**src/rtl/snn_mem_requester.sv**
```systemverilog
// snn_mem_requester: memory-protocol initiator for the SNN convolution core.
// It loads the 3x3 filter, then for every timestep and every output neuron it
// reads the membrane potential (skipped at t=0) and the input-spike window,
// integrates and fires, writes the spike (when fired) and the new potential,
// and finally advances the timestep.
//
// Ports:
//   clk, reset         clock (rising edge), asynchronous active-high reset
//   start              single-cycle pulse, begins a run from IDLE or DONE
//   busy, done         run in progress / run complete
//   rd_valid/rd_ready  read request handshake; rd_type, rd_x, rd_y payload
//   rd_rvalid/rd_rdata read response (one pulse per accepted read)
//   wr_valid/wr_ready  write request handshake; wr_type, wr_x, wr_y, wr_data
//   t_valid/t_ready    timestep-advance handshake; t_value payload
module snn_mem_requester #(
    parameter int unsigned TIMESTEPS   = 10,
    parameter int unsigned F_ROWS      = 3,
    parameter int unsigned F_COLS      = 3,
    parameter int unsigned IF_ROWS     = 5,
    parameter int unsigned IF_COLS     = 5,
    parameter int unsigned F_WIDTH     = 8,
    parameter int unsigned V_POT_WIDTH = 8,
    parameter int unsigned THRESH      = 64,
    parameter int unsigned COORD_W     = 3
) (
    input  logic                   clk,
    input  logic                   reset,
    input  logic                   start,
    output logic                   busy,
    output logic                   done,
    output logic                   rd_valid,
    input  logic                   rd_ready,
    output logic [1:0]             rd_type,
    output logic [COORD_W-1:0]     rd_x,
    output logic [COORD_W-1:0]     rd_y,
    input  logic                   rd_rvalid,
    input  logic [7:0]             rd_rdata,
    output logic                   wr_valid,
    input  logic                   wr_ready,
    output logic                   wr_type,
    output logic [COORD_W-1:0]     wr_x,
    output logic [COORD_W-1:0]     wr_y,
    output logic [V_POT_WIDTH-1:0] wr_data,
    output logic                   t_valid,
    input  logic                   t_ready,
    output logic [7:0]             t_value
);

    localparam int unsigned OF_ROWS = IF_ROWS - F_ROWS + 1;
    localparam int unsigned OF_COLS = IF_COLS - F_COLS + 1;
    localparam int unsigned ACC_W   = V_POT_WIDTH + 4;
    localparam int unsigned F_N     = F_ROWS * F_COLS;
    localparam int unsigned K_W     = $clog2(F_N);
    localparam int unsigned V_MAX   = (1 << V_POT_WIDTH) - 1;

    localparam logic [COORD_W-1:0] FI_LAST = COORD_W'(F_ROWS - 1);
    localparam logic [COORD_W-1:0] FJ_LAST = COORD_W'(F_COLS - 1);
    localparam logic [COORD_W-1:0] OI_LAST = COORD_W'(OF_ROWS - 1);
    localparam logic [COORD_W-1:0] OJ_LAST = COORD_W'(OF_COLS - 1);
    localparam logic [7:0]         T_LAST  = 8'(TIMESTEPS - 1);

    localparam logic [3:0] S_IDLE      = 4'd0;
    localparam logic [3:0] S_FILT_REQ  = 4'd1;
    localparam logic [3:0] S_FILT_WAIT = 4'd2;
    localparam logic [3:0] S_NEURON    = 4'd3;
    localparam logic [3:0] S_VP_REQ    = 4'd4;
    localparam logic [3:0] S_VP_WAIT   = 4'd5;
    localparam logic [3:0] S_SP_REQ    = 4'd6;
    localparam logic [3:0] S_SP_WAIT   = 4'd7;
    localparam logic [3:0] S_EVAL      = 4'd8;
    localparam logic [3:0] S_SPK_WR    = 4'd9;
    localparam logic [3:0] S_VP_WR     = 4'd10;
    localparam logic [3:0] S_T_SEND    = 4'd11;
    localparam logic [3:0] S_DONE      = 4'd12;

    logic [3:0]             state, state_n;
    logic [COORD_W-1:0]     fi, fi_n, fj, fj_n;
    logic [K_W-1:0]         k, k_n;
    logic [COORD_W-1:0]     i, i_n, j, j_n;
    logic [7:0]             t, t_n;
    logic [ACC_W-1:0]       acc, acc_n, diff;
    logic [V_POT_WIDTH-1:0] new_pot, new_pot_n;
    logic [F_WIDTH-1:0]     filt [F_N];
    logic                   filt_we;

    logic                   rd_xfer, wr_xfer, t_xfer, last_win;
    logic                   rd_req_n, wr_req_n;
    logic                   busy_n, done_n, rd_valid_n, wr_valid_n, t_valid_n, wr_type_n;
    logic [1:0]             rd_type_n;
    logic [COORD_W-1:0]     rd_x_n, rd_y_n, wr_x_n, wr_y_n;
    logic [V_POT_WIDTH-1:0] wr_data_n;
    logic [7:0]             t_value_n;

    // Transfers are qualified by the registered valids actually on the bus.
    assign rd_xfer  = rd_valid && rd_ready;
    assign wr_xfer  = wr_valid && wr_ready;
    assign t_xfer   = t_valid && t_ready;
    assign last_win = (fi == FI_LAST) && (fj == FJ_LAST);

    // Next-state, datapath and next-output logic.
    always_comb begin
        state_n   = state;
        fi_n      = fi;
        fj_n      = fj;
        k_n       = k;
        i_n       = i;
        j_n       = j;
        t_n       = t;
        acc_n     = acc;
        new_pot_n = new_pot;
        diff      = '0;
        filt_we   = 1'b0;

        case (state)
            S_IDLE, S_DONE: begin
                if (start) begin
                    state_n = S_FILT_REQ;
                    fi_n    = '0;
                    fj_n    = '0;
                    k_n     = '0;
                end
            end
            S_FILT_REQ: if (rd_xfer) state_n = S_FILT_WAIT;
            S_FILT_WAIT: begin
                if (rd_rvalid) begin
                    filt_we = 1'b1;
                    if (last_win) begin
                        state_n = S_NEURON;
                        t_n     = '0;
                        i_n     = '0;
                        j_n     = '0;
                    end else begin
                        state_n = S_FILT_REQ;
                        k_n     = k + K_W'(1);
                        if (fj == FJ_LAST) begin
                            fj_n = '0;
                            fi_n = fi + COORD_W'(1);
                        end else begin
                            fj_n = fj + COORD_W'(1);
                        end
                    end
                end
            end
            S_NEURON: begin
                fi_n = '0;
                fj_n = '0;
                k_n  = '0;
                // The first timestep starts from rest: no potential read.
                if (t == 8'd0) begin
                    acc_n   = '0;
                    state_n = S_SP_REQ;
                end else begin
                    state_n = S_VP_REQ;
                end
            end
            S_VP_REQ: if (rd_xfer) state_n = S_VP_WAIT;
            S_VP_WAIT: begin
                if (rd_rvalid) begin
                    acc_n   = ACC_W'(rd_rdata);
                    state_n = S_SP_REQ;
                end
            end
            S_SP_REQ: if (rd_xfer) state_n = S_SP_WAIT;
            S_SP_WAIT: begin
                if (rd_rvalid) begin
                    if (rd_rdata[0]) acc_n = acc + ACC_W'(filt[k]);
                    if (last_win) begin
                        state_n = S_EVAL;
                    end else begin
                        state_n = S_SP_REQ;
                        k_n     = k + K_W'(1);
                        if (fj == FJ_LAST) begin
                            fj_n = '0;
                            fi_n = fi + COORD_W'(1);
                        end else begin
                            fj_n = fj + COORD_W'(1);
                        end
                    end
                end
            end
            S_EVAL: begin
                if (acc >= ACC_W'(THRESH)) begin
                    diff    = acc - ACC_W'(THRESH);
                    state_n = S_SPK_WR;
                end else begin
                    diff    = acc;
                    state_n = S_VP_WR;
                end
                new_pot_n = (diff > ACC_W'(V_MAX)) ? V_POT_WIDTH'(V_MAX) : V_POT_WIDTH'(diff);
            end
            S_SPK_WR: if (wr_xfer) state_n = S_VP_WR;
            S_VP_WR: begin
                if (wr_xfer) begin
                    state_n = S_NEURON;
                    if (j == OJ_LAST) begin
                        j_n = '0;
                        if (i == OI_LAST) state_n = S_T_SEND;
                        else              i_n = i + COORD_W'(1);
                    end else begin
                        j_n = j + COORD_W'(1);
                    end
                end
            end
            S_T_SEND: begin
                if (t_xfer) begin
                    t_n = t + 8'd1;
                    i_n = '0;
                    j_n = '0;
                    state_n = (t == T_LAST) ? S_DONE : S_NEURON;
                end
            end
            default: state_n = S_IDLE;
        endcase

        // Registered outputs follow the next state; a valid always drops for
        // one cycle after its transfer, even between back-to-back writes.
        rd_req_n   = (state_n == S_FILT_REQ) || (state_n == S_VP_REQ) || (state_n == S_SP_REQ);
        wr_req_n   = (state_n == S_SPK_WR) || (state_n == S_VP_WR);
        rd_valid_n = rd_req_n && !rd_xfer;
        wr_valid_n = wr_req_n && !wr_xfer;
        t_valid_n  = (state_n == S_T_SEND) && !t_xfer;
        busy_n     = (state_n != S_IDLE) && (state_n != S_DONE);
        done_n     = (state_n == S_DONE);

        rd_type_n = 2'd0;
        rd_x_n    = '0;
        rd_y_n    = '0;
        case (state_n)
            S_FILT_REQ: begin rd_type_n = 2'd2; rd_x_n = fi_n;        rd_y_n = fj_n;        end
            S_VP_REQ:   begin rd_type_n = 2'd0; rd_x_n = i_n;         rd_y_n = j_n;         end
            S_SP_REQ:   begin rd_type_n = 2'd1; rd_x_n = i_n + fi_n;  rd_y_n = j_n + fj_n;  end
            default:    ;
        endcase

        wr_type_n = (state_n == S_SPK_WR);
        wr_x_n    = wr_req_n ? i_n : '0;
        wr_y_n    = wr_req_n ? j_n : '0;
        wr_data_n = (state_n == S_VP_WR) ? new_pot_n : '0;
        t_value_n = (state_n == S_T_SEND) ? (t_n + 8'd1) : 8'd0;
    end

    // State, datapath and output registers.
    always_ff @(posedge clk or posedge reset) begin
        if (reset) begin
            state    <= S_IDLE;
            fi       <= '0;
            fj       <= '0;
            k        <= '0;
            i        <= '0;
            j        <= '0;
            t        <= '0;
            acc      <= '0;
            new_pot  <= '0;
            for (int n = 0; n < F_N; n++) filt[n] <= '0;
            busy     <= 1'b0;
            done     <= 1'b0;
            rd_valid <= 1'b0;
            rd_type  <= '0;
            rd_x     <= '0;
            rd_y     <= '0;
            wr_valid <= 1'b0;
            wr_type  <= 1'b0;
            wr_x     <= '0;
            wr_y     <= '0;
            wr_data  <= '0;
            t_valid  <= 1'b0;
            t_value  <= '0;
        end else begin
            state    <= state_n;
            fi       <= fi_n;
            fj       <= fj_n;
            k        <= k_n;
            i        <= i_n;
            j        <= j_n;
            t        <= t_n;
            acc      <= acc_n;
            new_pot  <= new_pot_n;
            if (filt_we) filt[k] <= F_WIDTH'(rd_rdata);
            busy     <= busy_n;
            done     <= done_n;
            rd_valid <= rd_valid_n;
            rd_type  <= rd_type_n;
            rd_x     <= rd_x_n;
            rd_y     <= rd_y_n;
            wr_valid <= wr_valid_n;
            wr_type  <= wr_type_n;
            wr_x     <= wr_x_n;
            wr_y     <= wr_y_n;
            wr_data  <= wr_data_n;
            t_valid  <= t_valid_n;
            t_value  <= t_value_n;
        end
    end

endmodule

```
**config.mk**
```make
export PLATFORM = sky130hd
export DESIGN_NAME = snn_mem_requester
export DESIGN_NICKNAME = d
export VERILOG_FILES = /design/src/rtl/snn_mem_requester.sv
export SDC_FILE = /design/constraint.sdc
export NUM_CORES = 1
export LEC_CHECK = 0
export CAP_MARGIN = 10
export CELL_PAD_IN_SITES_DETAIL_PLACEMENT = 0
export CELL_PAD_IN_SITES_GLOBAL_PLACEMENT = 1
export CORE_AREA = 2 2 138 127
export DETAILED_ROUTE_END_ITERATION = 8
export DIE_AREA = 0 0 140 129
export PLACE_DENSITY = 0.88
export SKIP_CTS_REPAIR_TIMING = 1
export SYNTH_ARGS = -nofsm -noshare
export SYNTH_HDL_FRONTEND = slang
export SYNTH_SLANG_ARGS = --single-unit
```
**constraint.sdc**
```tcl
create_clock -name clk -period 8.6 [get_ports clk]
set_clock_uncertainty 0.15 [all_clocks]
set_input_delay 0.86 -clock clk [delete_from_list [all_inputs] [get_ports clk]]
set_output_delay 0.86 -clock clk [all_outputs]
set_load 0.01 [all_outputs]
```
# ---- After elaboration in Yosys (flattened, before gate mapping)
# Index checks and enable logic that the tools add are counted.
dict set report classes {
  addsub 11
  order_cmp 4
  eq_ne 32
  mux 73
  n_bitwise 1
  reduce_logical 24
}
# operator count
set op_table {}
lappend op_table {{$mux W8} 10}
lappend op_table {{$bwmux W72} 1}
lappend op_table {{$mux W12} 6}
lappend op_table {{$mux W4} 17}
lappend op_table {{$mux W3} 21}
lappend op_table {{$pmux W3 S3} 6}
lappend op_table {{$pmux W4 S12} 1}
lappend op_table {{$eq A4 B4 Y1 const B} 9}
lappend op_table {{$pmux W12 S3} 1}
lappend op_table {{$bmux W8 S4} 1}
lappend op_table {{$demux W8 S4} 1}
lappend op_table {{$eq A4 B3 Y1 const B} 6}
lappend op_table {{$add A8 B1 Y8 const B} 2}
lappend op_table {{$pmux W8 S2} 1}
lappend op_table {{$add A12 B8 Y12} 1}
lappend op_table {{$add A3 B1 Y3 const B} 4}
lappend op_table {{$eq A3 B2 Y1 const B} 4}
lappend op_table {{$ge A12 B7 Y1 const B} 1}
lappend op_table {{$gt A12 B8 Y1 const B} 1}
lappend op_table {{$ne A2 B2 Y1 const B} 6}
lappend op_table {{$pmux W4 S3} 1}
lappend op_table {{$sub A12 B7 Y12 const B} 1}
lappend op_table {{$logic_and A1 B1 Y1} 9}
lappend op_table {{$eq A4 B1 Y1 const B} 2}
lappend op_table {{other kinds (21)} 32}
dict set report word_totals {
  reg_bits 156
  input_bits 15
  out_inout_bits 36
  wordCells 176
}

# ---- Longest topological paths before layout
# Gate-level depths: netlist of run 1.
dict set report depth {
  depth_word 9
  ltp_mapped 17
  ltp_nobuf 15
}

# ---- Worst setup path before layout of run 1
# Ideal clock, no wire load.
dict set report synth_timing {
  kind {reg2reg}
  from {reg k[2]}
  to {reg acc[10]}
  setup_ps 79
  t_arrival_ps 3203
  required_time_ps 8371
  slack_ps 5167
  path_stages_with_launch 17
  n_path_buf 2
  synth_period_minus_slack_ps 3433
  path_cell_list {dfrtp_1 buf_1 clkbuf_1 mux2i_1 nor2_1 a21oi_1 o22ai_1 ha_1 inv_1 fa_1 nor2b_1 o21ai_0 a21boi_0 o31a_1 o21ai_0 a21oi_1 mux2i_1}
}
dict set report synth_between {
  elab_chain_cells 8
}
# item line_no
set synth_lines {}
lappend synth_lines {{start: declaration} 78} ;# logic [K_W-1:0] k, k_n;
lappend synth_lines {{start signal: assignment} 272} ;# k <= k_n;
lappend synth_lines {{$not A4 Y5 (not written as such)} 166} ;# if (rd_rdata[0]) acc_n = acc + ACC_W'(filt[k]);
lappend synth_lines {{$bmux W8 S4} 166}
lappend synth_lines {{$mux W8 (not written as such) (2 in a row)} 166}
lappend synth_lines {{$add A12 B8 Y12} 166}
lappend synth_lines {{$mux W12} 166}
lappend synth_lines {{$mux W12} 165} ;# if (rd_rvalid) begin
lappend synth_lines {{$pmux W12 S3} 114} ;# case (state)
lappend synth_lines {{end signal: assignment} 276} ;# acc <= acc_n;
lappend synth_lines {{end: declaration} 81} ;# logic [ACC_W-1:0] acc, acc_n, diff;
# Every way passes these cells. The select of a mux whose other input is x is not followed.
# A chain may end at the register's enable or synchronous reset.

# ---- Final worst setup path of run 1
dict set report layout_timing {
  from {reg k[3]}
  to {reg acc[8]}
}
# The elaborated chain is that of the path after synthesis.

==> qor.txt, run 1 <==
Status = finished clean
DRC Markers = 0
Max cap viols = 0
Tmin final = 3.96 ns
Max Buffers Root-to-Sink = 2
Critical path capture point type = flip-flop
Netlist cell types = 84
Slew HR = 24.4%
Share of cells above drive strength 1 = 17.4%
Area share of the largest cell type after synthesis = 46.0%
Total CTS buffers = 17
Vias/cell = 6.00
Data required, critical path = 8.79 ns
Area growth from synthesis to final layout = 13.6%
DRT Pass-1 Iters = 4
Final hold violations = 0
Synth Flop Type = dfrtp_1
Post-synth EDFFs = 0
Top achievable clock speed = 252 MHz
Num rows = 45
First-pass GRT wire length = 32,800 um
Syn_nets = 834
Slew Viols, Final = 0
# diodes = 0
Static leakage = 4.29 nW
Async S/R FF share, synth = 100%
Synth area leader = dfrtp_1
Final setup TNS = 0 ns
RSZ-0062 raised after global routing = no
Hold Path Class = flip-flop to flip-flop
Register bit total from synthesis = 156
Pwr Density = 240 mW/mm^2
Worst setup path category = flip-flop to flip-flop
Final period utilization = 46.1%
CP peak stage delay = 0.78 ns
Seq/Total Area, Yosys = 46.0%
Number of global-route vias before repair = 6,258
Drt total wl = 20,400 um
Clock tree from TritonCTS = built
CP startpoint kind = flip-flop
Syn_area_per_cell = 10.8 sq um
Critical path's slowest cell = dfrtp_1
Sinks on Clock Net = 156
Top cells by area, synth = dfrtp_1 (46%), mux2_2 (9.3%), ha_1 (4.1%)
Root Driver = clkbuf_16
Fin area = 0.00964 sq mm
Initial core utilization = 51.1%
Chip width = 140 um
Initial antenna violation count = 0
Clock slew at reported path FFs = 0.06 ns
Vias post-DR = 6,265
Initial DRC count = 432
Antenna-violating nets left = 0
CP arrival = 4.15 ns
Crit-path cells = nor2b_1 > a21oi_1 > o22ai_1 > ha_1 > inv_1 > fa_1 > nor2b_1 > o21ai_0 > a21boi_0 > o31a_1 > o21ai_0 > a21boi_1 > mux2i_1
Final setup viols = 0
H-tree depth = 4
GR Util All Layers = 23.3%
Synth warn = 0
Count leader, synth = dfrtp_1
Maximum vdd drop = 0.161 mV
Worst-case hold slack = 0.343 ns
Core Region = 0.0166 sq mm
Slew of the pin with the lowest slew margin = 1.13 ns
Num ports = 51
Max FO, Critical Path = 22
Nets = 867
Die ar. = 0.0181 sq mm
Syn Inst Count = 788
Global route overflow = 0
WL per Instance = 19.5 um
Pin count of the biggest net entering global routing = 103
I/O Buffers = 50
Final Util = 58.0%
Post-DP Area = 0.00908 sq mm
DP Wirelength = 14,200 um
Post-synthesis cell area = 0.00848 sq mm
Clock latency on the worst-skew pair = 0.43 ns
Routability cong. = 0.859
Die height = 129 um
Commonest cells post-synth = dfrtp_1 (156), mux2_2 (70), nor2_1 (66)
-- registers in the layout (all words and copies together), names as in the netlist, 2 cells and up --
signal and count:
rd_y 3, rd_x 3, acc 12, filt 72, wr_y 3, rd_type 2, state 4, t 8
fi 3, i 3, t_value 8, fj 3, j 3, wr_data 8, wr_x 3, k 4
new_pot 8
-- logic make-up (layout without fill, tap and decap cells) --
group                    count (synthesis)  in the layout  synth area share, %
AO/OA/AOI/OAI                          168            168                 13.5
XOR/XNOR                                17             17                 1.92
adder cells (fa/ha/maj)                 31             31                 4.84
buffers and inverters                   84            129                 4.35
flip-flops                             156            156                 46.0
multiplexers                           100            100                 14.0
AND/OR/NAND/NOR                        232            232                 15.3
-- report_power, final --
group	leakage [nW]	internal, mW	switching, mW
clock network	0.267	0.392	0.327
logic	1.89	0.289	0.423
registers	2.14	0.809	0.0704
total	4.29	1.49	0.820
-- layout make-up --
type / count / area (sq um)
fillers: 1349 / 6970
multi-input cells: 548 / 4210
flip-flops and latches: 156 / 3900
repair buffers: 54 / 531
clock buffers: 19 / 453
well taps: 211 / 264
inverters: 44 / 170
clock inverters: 12 / 106
-- stage by stage --
stage	total power, mW	std cells	worst slack (ns)
6_report	2.31	1044	4.64
5_1_grt	2.43	1044	4.35
4_1_cts	2.32	1044	4.66
3_5_place_dp	1.59	1013	4.38
3_3_place_gp	1.57	1013	4.53
2_1_floorplan	1.42	788	3.38
-- placed cells by master, fill, tap and decap left out, types with 10 or more instances in the layout --
cell type,instances
a21oi_1,43
a31oi_1,10
and4_1,10
clkbuf_16,17
clkdlybuf4s50_1,50
dfrtp_1,156
ha_1,28
inv_1,41
mux2_2,70
mux2i_1,20
nand2_1,41
nand2b_1,10
nand3_1,17
nor2_1,66
o21ai_0,30
xnor2_1,12
-- final timing paths --
check | from | to | slack, ns | depth (start not counted)
max in group asynchronous | reset | acc[9] | 6.15 | 3
worst min-delay path | filt[8] | filt[8] | 0.34 | 1
worst max register to register | k[3] | acc[8] | 4.64 | 13
worst max-delay path | k[3] | acc[8] | 4.64 | 13
worst min register to register | filt[8] | filt[8] | 0.34 | 1
min in group asynchronous | reset | fi[1] | 0.88 | 2
-- layer usage --
layer	GRT usage [%]	part of all wire (%)	up-vias	wire [um]
met3	4.58	3.9	29	789
li1	-	-	2920	-
met2	36.4	46	141	9380
met5	0	0	-	0
met4	7.37	1.5	0	306
met1	33.3	49	3175	9900
-- worst max-delay path: cells and delay by family, from the launching register on --
kind / cells / cell delay (ns)
muxes: 1 / 0.22
DFF: 1 / 0.78
buffers and inverters: 1 / 0.06
adders and majority gates: 2 / 0.60
and+or+nand+nor: 2 / 0.76
AOI/OAI and AO/OA: 7 / 1.31
(Power assumes the default switching activity.)
==> run 2: changes to the inputs <==
--- a/config.mk
+++ b/config.mk
@@ -8,10 +8,10 @@
 export CAP_MARGIN = 10
 export CELL_PAD_IN_SITES_DETAIL_PLACEMENT = 0
 export CELL_PAD_IN_SITES_GLOBAL_PLACEMENT = 1
-export CORE_AREA = 2 2 138 127
+export CORE_AREA = 2 2 152 139
 export DETAILED_ROUTE_END_ITERATION = 8
-export DIE_AREA = 0 0 140 129
-export PLACE_DENSITY = 0.88
+export DIE_AREA = 0 0 154 141
+export PLACE_DENSITY = 0.78
 export SKIP_CTS_REPAIR_TIMING = 1
 export SYNTH_ARGS = -nofsm -noshare
 export SYNTH_HDL_FRONTEND = slang
==> constraint.sdc (replaced) <==
create_clock -name clk -period 3.6 [get_ports clk]
set_clock_uncertainty 0.15 [all_clocks]
set_input_delay 0.36 -clock clk [delete_from_list [all_inputs] [get_ports clk]]
set_output_delay 0.36 -clock clk [all_outputs]
set_load 0.01 [all_outputs]
==> qor.txt, run 2 (synthesis results as in run 1) <==
Global route overflow = 0 (unchanged)
Post-Layout Cell Count = 1,122 (was 1,044)
Tmin final = 3.37 ns (was 3.96 ns)
Static leakage = 4.48 nW (was 4.29 nW)
DP Cell Count = 1,090 (was 1,013)
Top achievable clock speed = 296 MHz (was 252 MHz)
Pin count of the biggest net entering global routing = 69 (was 103)
Clock latency on the worst-skew pair = 0.44 ns (was 0.43 ns)
Number of global-route vias before repair = 6,313 (was 6,258)
RSZ-0062 raised after global routing = no (unchanged)
GR Util met1 = 29.3% (was 33.3%)
Worst Slack Setup Final = 0.227 ns (was 4.64 ns)
I/O Buffers = 50 (unchanged)
Nets = 895 (was 867)
Clock tree from TritonCTS = built (unchanged)
Core Region = 0.0203 sq mm (was 0.0166 sq mm)
Antenna-violating nets left = 0 (unchanged)
Die height = 141 um (was 129 um)
Worst reg2reg startpoint = state[2] (was k[3])
Maximum vdd drop = 0.337 mV (was 0.161 mV)
Max FO, Critical Path = 10 (was 22)
Largest regs = filt (72), acc (12) (unchanged)
Vias/cell = 5.57 (was 6.00)
DRC Markers = 0 (unchanged)
Final period utilization = 93.7% (was 46.1%)
Vias post-DR = 6,255 (was 6,265)
Worst R2R Path Depth = 13 (unchanged)
Sw Share = 35.4% (was 35.5%)
Num ports = 51 (unchanged)
Initial DRC count = 462 (was 432)
DP Wirelength = 14,400 um (was 14,200 um)
Status = finished clean (unchanged)
Drt total wl = 20,700 um (was 20,400 um)
Sw Pwr = 2.06 mW (was 0.820 mW)
Root Driver = clkbuf_16 (unchanged)
CP startpoint kind = flip-flop (unchanged)
Grt met3 use = 3.84% (was 4.58%)
WL per Instance = 18.4 um (was 19.5 um)
Global route hottest layer = met2 (unchanged)
Final hold violations = 0 (unchanged)
Slew Viols, Final = 0 (unchanged)
Top reg by flops = filt (unchanged)
Worst setup path category = flip-flop to flip-flop (unchanged)
H-tree depth = 4 (unchanged)
Routability cong. = 0.913 (was 0.859)
Sinks on Clock Net = 156 (unchanged)
Max cap viols = 0 (unchanged)
First-pass GRT wire length = 34,300 um (was 32,800 um)
CP arrival = 3.52 ns (was 4.15 ns)
Sequential power share = 36.4% (was 38.0%)
Slew of the pin with the lowest slew margin = 0.674 ns (was 1.13 ns)
Worst R2R Setup Slack = 0.23 ns (was 4.64 ns)
Initial antenna violation count = 0 (unchanged)
Comb pwr share = 30.3% (was 30.8%)
Pwr Density = 581 mW/mm^2 (was 240 mW/mm^2)
Most frequent cells in the layout = dfrtp_1 (155), mux2_2 (70), nor2_1 (66) (was dfrtp_1 (156), mux2_2 (70), nor2_1 (66))
Final setup TNS = 0 ns (unchanged)
# diodes = 0 (unchanged)
Num rows = 50 (was 45)
Hold Path Class = primary input to async pin (was flip-flop to flip-flop)
Data required, critical path = 3.74 ns (was 8.79 ns)
Commonest non-fill, non-tap cell in the layout = dfrtp_1 (unchanged)
Slew HR = 55.0% (was 24.4%)
Initial core utilization = 41.7% (was 51.1%)
Share of cells above drive strength 1 = 20.5% (was 17.4%)
Area growth from synthesis to final layout = 18.3% (was 13.6%)
DRT Pass-1 Iters = 7 (was 4)
Met2 Usage GRT = 30.4% (was 36.4%)
Final setup viols = 0 (unchanged)
Pint = 3.76 mW (was 1.49 mW)
Critical path capture point type = flip-flop (unchanged)
Chip width = 154 um (was 140 um)
GR Util All Layers = 20.0% (was 23.3%)
Clock Power Share = 33.3% (was 31.1%)
Die ar. = 0.0217 sq mm (was 0.0181 sq mm)
Largest register FFs = 72 (unchanged)
Clock slew at reported path FFs = 0.07 ns (was 0.06 ns)
Worst-case hold slack = 0.239 ns (was 0.343 ns)
Worst R2R End = rd_x[2] (was acc[8])
Total CTS buffers = 17 (unchanged)
Dpl ws = 0.197 ns (was 4.38 ns)
Max Buffers Root-to-Sink = 2 (unchanged)
run 2: how the worst max path moves through the flow:
stage | depth (start not counted) | end | slack [ns] | from
finish | 13 | rd_x[2] | 0.23 | state[2]
global route | 13 | rd_x[2] | 0.03 | state[2]
CTS | 15 | rd_x[2] | 0.19 | state[3]
detailed placement | 14 | rd_x[2] | 0.20 | start
global placement | 12 | rd_y[2] | 0.20 | state[3]
floorplan | 16 | acc[10] | 0.17 | k[2]
run 2: power by group through the flow:
stage / registers (mW) / logic (mW) / clock network (mW)
4_1_cts: 2.12 / 1.75 / 1.97
3_3_place_gp: 2.15 / 1.73 / 0
5_1_grt: 2.15 / 1.96 / 2.06
2_1_floorplan: 2.07 / 1.33 / 0
3_5_place_dp: 2.15 / 1.73 / 0
6_report: 2.12 / 1.77 / 1.94
run 2: metrics by stage:
step / power (mW) / util, % / cell area (sq um)
floorplan: 3.40 / - / 8490
global placement: 3.88 / 46.2 / 9390
detailed placement: 3.89 / 46.2 / 9390
CTS: 5.84 / 49.3 / 10000
global route: 6.16 / 49.4 / 10000
finish: 5.83 / 49.4 / 10000
run 2: layout make-up:
class                           count  area, sq um
Fill cell                        1847        10300
Sequential cell                   156         3910
Multi-Input combinational cell    548         4220
Tap cell                          260          325
Inverter                           44          169
Clock inverter                     15          220
Timing Repair Buffer               82          778
Clock buffer                       17          425
run 2: worst max-delay path, stage by stage, from the launching register on:
cell,delay (ns)
dfrtp_1,0.45
inv_1,0.12
ha_1,0.52
inv_2,0.15
or2_2,0.40
nor2_1,0.17
mux2i_1,0.11
inv_1,0.08
ha_1,0.14
inv_1,0.04
fa_1,0.38
xnor2_1,0.20
xnor2_1,0.14
o221ai_1,0.16
run 2: layer usage:
layer	share of wire, %	vias up
li1	-	3004
met1	51	3083
met2	44	140
met3	3.7	28
met4	1.7	0
met5	0	-
